==> config.mk <==
export PLATFORM = sky130hd
export DESIGN_NAME = sync_handshake_pulse
export DESIGN_NICKNAME = d
export VERILOG_FILES = /design/src/rtl/sync_handshake_pulse.sv
export SDC_FILE = /design/constraint.sdc
export NUM_CORES = 1
export LEC_CHECK = 0
export CORE_AREA = 2 2 39 41
export DETAILED_ROUTE_END_ITERATION = 16
export DIE_AREA = 0 0 41 43
export PLACE_DENSITY = 0.3
export SYNTH_ARGS = -nofsm -noshare
export SYNTH_HDL_FRONTEND = slang
export SYNTH_SLANG_ARGS = --single-unit
==> constraint.sdc <==
create_clock -name sCLK -period 1.5 [get_ports sCLK]
set_input_delay 0.3 -clock sCLK [delete_from_list [all_inputs] [get_ports sCLK]]
set_output_delay 0.3 -clock sCLK [all_outputs]
set_load 0.03 [all_outputs]
==> src/rtl/sync_handshake_pulse.sv <==
// sync_handshake_pulse: single-clock toggle/handshake pulse generator.
// A source request flips a toggle. The toggle runs through a forward
// synchronizer chain and comes out as a one-cycle destination pulse. The
// acknowledge runs back through a return chain, and sRDY stays low until the
// acknowledge arrives. The data register paired with this block therefore
// holds steady for at least the synchronizer depth before the destination
// samples it.
// Optional feature: define SYNC_HANDSHAKE_ERR_EN to add the sticky sERR
// output. sERR flags a request made while the block is busy.
module sync_handshake_pulse #(
    parameter logic        init        = 1'b0,
    parameter logic        delayreturn = 1'b1,
    parameter int unsigned stages      = 2
) (
    input  logic sCLK,
    input  logic sRST,
    input  logic sEN,
    output logic sRDY,
`ifdef SYNC_HANDSHAKE_ERR_EN
    output logic sERR,
`endif
    output logic dPulse
);

    logic              s_toggle_q;
    logic              s_toggle_d;
    logic [stages-1:0] d_sync_q;
    logic [stages-1:0] d_sync_d;
    logic              d_last_q;
    logic              d_last_d;
    logic [stages-1:0] s_sync_q;
    logic [stages-1:0] s_sync_d;
    logic              accept_c;
    logic              ret_src_c;

    // Ready when the returned toggle has caught up with the source toggle.
    assign sRDY     = (s_sync_q[stages-1] == s_toggle_q);
    // Pulse while the synchronized toggle differs from its delayed copy.
    assign dPulse   = d_sync_q[stages-1] ^ d_last_q;
    // A request counts only while idle; busy requests are dropped.
    assign accept_c = sEN & sRDY;

    // Next-state: toggle on accept, shift both synchronizer chains.
    always_comb begin
        s_toggle_d = s_toggle_q ^ accept_c;
        d_sync_d   = {d_sync_q[stages-2:0], s_toggle_q};
        d_last_d   = d_sync_q[stages-1];
        // Taking the ack from dLast adds one cycle of margin past the pulse.
        ret_src_c  = delayreturn ? d_last_q : d_sync_q[stages-1];
        s_sync_d   = {s_sync_q[stages-2:0], ret_src_c};
    end

    // State registers; reset forces every bit to init, aborting any transfer.
    always_ff @(posedge sCLK or posedge sRST) begin
        if (sRST) begin
            s_toggle_q <= init;
            d_sync_q   <= {stages{init}};
            d_last_q   <= init;
            s_sync_q   <= {stages{init}};
        end else begin
            s_toggle_q <= s_toggle_d;
            d_sync_q   <= d_sync_d;
            d_last_q   <= d_last_d;
            s_sync_q   <= s_sync_d;
        end
    end

`ifdef SYNC_HANDSHAKE_ERR_EN
    logic s_err_q;
    logic s_err_d;

    // Sticky flag: set by any request made while busy.
    always_comb begin
        s_err_d = s_err_q | (sEN & ~sRDY);
    end

    // Error flag register; only reset clears it.
    always_ff @(posedge sCLK or posedge sRST) begin
        if (sRST) begin
            s_err_q <= 1'b0;
        end else begin
            s_err_q <= s_err_d;
        end
    end

    assign sERR = s_err_q;
`endif

endmodule

# Word-level counts from Yosys, hierarchy flattened
# Index checks and enable logic that the tools add are counted.
dict set report word_totals {
  register_bits 6
  output_inout_bits 2
  wordCells 8
}
dict set report classes {
  eq_ne 1
  bitwise 3
}
# cell n
set op_table {}
lappend op_table {{$xor 1x1->1} 2}
lappend op_table {{$and 1x1->1} 1}
lappend op_table {{$eq 1x1->1} 1}

# Logic depth before layout (Yosys ltp)
dict set report depth {
  depth_word 3
  ltp_mapped 2
  mapped_depth_nobuf 2
}

# Least setup slack after synthesis
# OpenSTA, ideal clock, no wires.
dict set report synth_timing {
  path_type {reg-to-output}
  startpoint {register s_sync_q[1]}
  endpoint {output port sRDY}
  arrival_ps 913
  setup_slack_ps 287
  path_stages_with_launch 2
  path_cell_list {dfrtp_1 > xnor2_1}
}
dict set report synth_via {
  elab_chain_cells 1
}
# item line_no
set synth_lines {}
lappend synth_lines {{from (decl)} 31} ;# logic [stages-1:0] s_sync_q;
lappend synth_lines {{from (signal assigned)} 59} ;# s_sync_q <= {stages{init}};
lappend synth_lines {{from (signal assigned)} 64} ;# s_sync_q <= s_sync_d;
lappend synth_lines {{$eq 1x1->1} 37} ;# assign sRDY = (s_sync_q[stages-1] == s_toggle_q);
lappend synth_lines {{to (decl)} 18} ;# output logic sRDY,
# Every way passes these cells.

# Final worst setup path
# Same ends and word-level chain as after synthesis.

==> impl_metrics.ini <==
[status]
run_status = finished clean

[clock_network]
clk_path_buf_depth = 2
cts.htree.levels = 1
clk_latency_ns = 0.24
path_clk_slew_ns = 0.05
clock-root-buffer = clkbuf_4
cts_num_sinks = 6
cts_hold_buf = 0
post-cts-setup-buffers = 0
cts_tree = yes
cts_buffers = 3
cts_resized = 0

[critical_path]
path_class = reg -> out
worstSetupStartpointType = flop
worstPathRequired_ns = 1.20
max_stage_delay_ns = 0.39
cp_slowest_cell = dfrtp_1
path_max_fanout = 2
worst_ep_arrival_time_ns = 0.96
cp_cell_sequence = xnor2_1, buf_4
cp-end-kind = primary output

[sta]
skew_ns = 0.00723
tightest_slew_ns = 0.218
slew_violations = 0
finalSetupViolCount = 0
fmax_mhz = 791
min_period_ns = 1.26
post-route-period-util = 0.842
rsz0062_at_grt = false
relSlewSlack = 0.855
finalHoldViolations = 0
tns_ns = 0

[power_and_ir_drop]
power.leakage_nw = 0.120
powerDensity_nw_per_um2 = 1960
max-vdd-ir-drop_v = 0.000538

[grt]
grt_pass1_vias = 110
track_usage = 0.0477
grt_pass1_wl_um = 455
globalRoute.totalOverflow = 0
antenna_found_initial = 0
grt_max_degree = 7

[die]
fp.coreArea_um2 = 1380
initial_core_util = 0.134
placementRows = 14
dieArea_um2 = 1760
die_h_um = 43
dieWidth_um = 41
boundaryPins = 5

[finish]
postLayoutCellArea_um2 = 263
stdcell_count = 34
layout_common_cells = dfrtp_1, clkbuf_4, inv_1, clkdlybuf4s50_1, buf_4
mostFrequentLayoutCell = dfrtp_1
area_delta_synth_final_pct = 41.9
nNetsFinal = 23
drive_above_1_share = 0.278
antenna_cells = 0

[route]
drc = 0
wirelength_um = 285
drt-wirelength-per-cell_um = 8.38
avgViaCountPerCell = 2.97
vias = 101
ant_nets = 0
drt_iter0_drc = 2
firstDrtPassIters = 2

[worst_hold_path]
hp-class = in -> async

[placed_design]
dp_hpwl_um = 199
place_area_um2 = 240
numPortBuffers = 4
place_congestion = 0.610
dp.cells = 31

[logic_synthesis]
ys_types = 5
ys_warn_count = 0
syn_inst = 11
syn-cell-area_um2 = 185
ys_seq_area_frac = 0.811
synth_nets = 14
synth_seq_cells = 6
avgSynthCellArea_um2 = 16.8

[run]
maxCapViolCount = 0
[path summary, 6_finish.rpt]
path,start,endpoint,slack (ns),depth (start not counted)
worst max-delay path,s_sync_q[1],sRDY,0.24,2
worst min-delay path,sRST,s_sync_q[1],0.27,2
worst max register to register,flop,flop,0.87,2
worst min register to register,s_sync_q[0],s_sync_q[1],0.33,0
max in group asynchronous,sRST,d_sync_q[1],1.03,2
min in group sCLK,s_sync_q[0],s_sync_q[1],0.33,0
[routing by layer]
layer | track usage | up-vias | wire [um]
li1 | - | 48 | -
met1 | 0.0465 | 47 | 124
met2 | 0.0438 | 6 | 110
met3 | 0.0681 | 0 | 49
met4 | 0.0400 | 0 | 0
met5 | 0 | - | 0
[critical path: cells and delay by family (launching register included)]
family	cells	cell delay, ns
xor gates and xnor gates	1	0.16
buffers and inverters	1	0.18
DFF	1	0.39
[power by group]
| group | total, mW | internal (mW) | switching, mW |
|---|---|---|---|
| combinational | 0.141 | 0.0583 | 0.0829 |
| clock | 0.143 | 0.0902 | 0.0533 |
| sequential | 0.232 | 0.206 | 0.0260 |
| total | 0.516 | 0.354 | 0.162 |
[synth_stat cells, drive strengths merged]
| cell type | number | area, um^2 |
|---|---|---|
| dfrtp | 6 | 150 |
| inv | 2 | 7.51 |
| mux2i | 1 | 10.0 |
| xnor2 | 1 | 8.76 |
| xor2 | 1 | 8.76 |
[final cells by class]
class / instances / area (um^2)
Fill cell: 152 / 1120
Inverter: 2 / 7.51
Tap cell: 16 / 20.0
Multi-Input combinational cell: 3 / 27.5
Sequential cell: 6 / 150
Timing Repair Buffer: 4 / 35.0
Clock buffer: 3 / 22.5
[stage by stage]
step	total power, mW	setup slack [ns]	hold slack, ns	util
global placement	0.376	0.471	0.336	0.174
global route	0.546	0.185	0.299	0.190
detailed placement	0.377	0.470	0.335	0.174
floorplan	0.317	0.287	0.0910	-
CTS	0.528	0.211	0.275	0.190
finish	0.516	0.236	0.274	0.190
[cells by family after synthesis]
family    share of synthesized area
xor+xnor                     0.0946
buf+inv                      0.0406
flops                         0.811
mux                          0.0541
(Power assumes the default switching activity.)
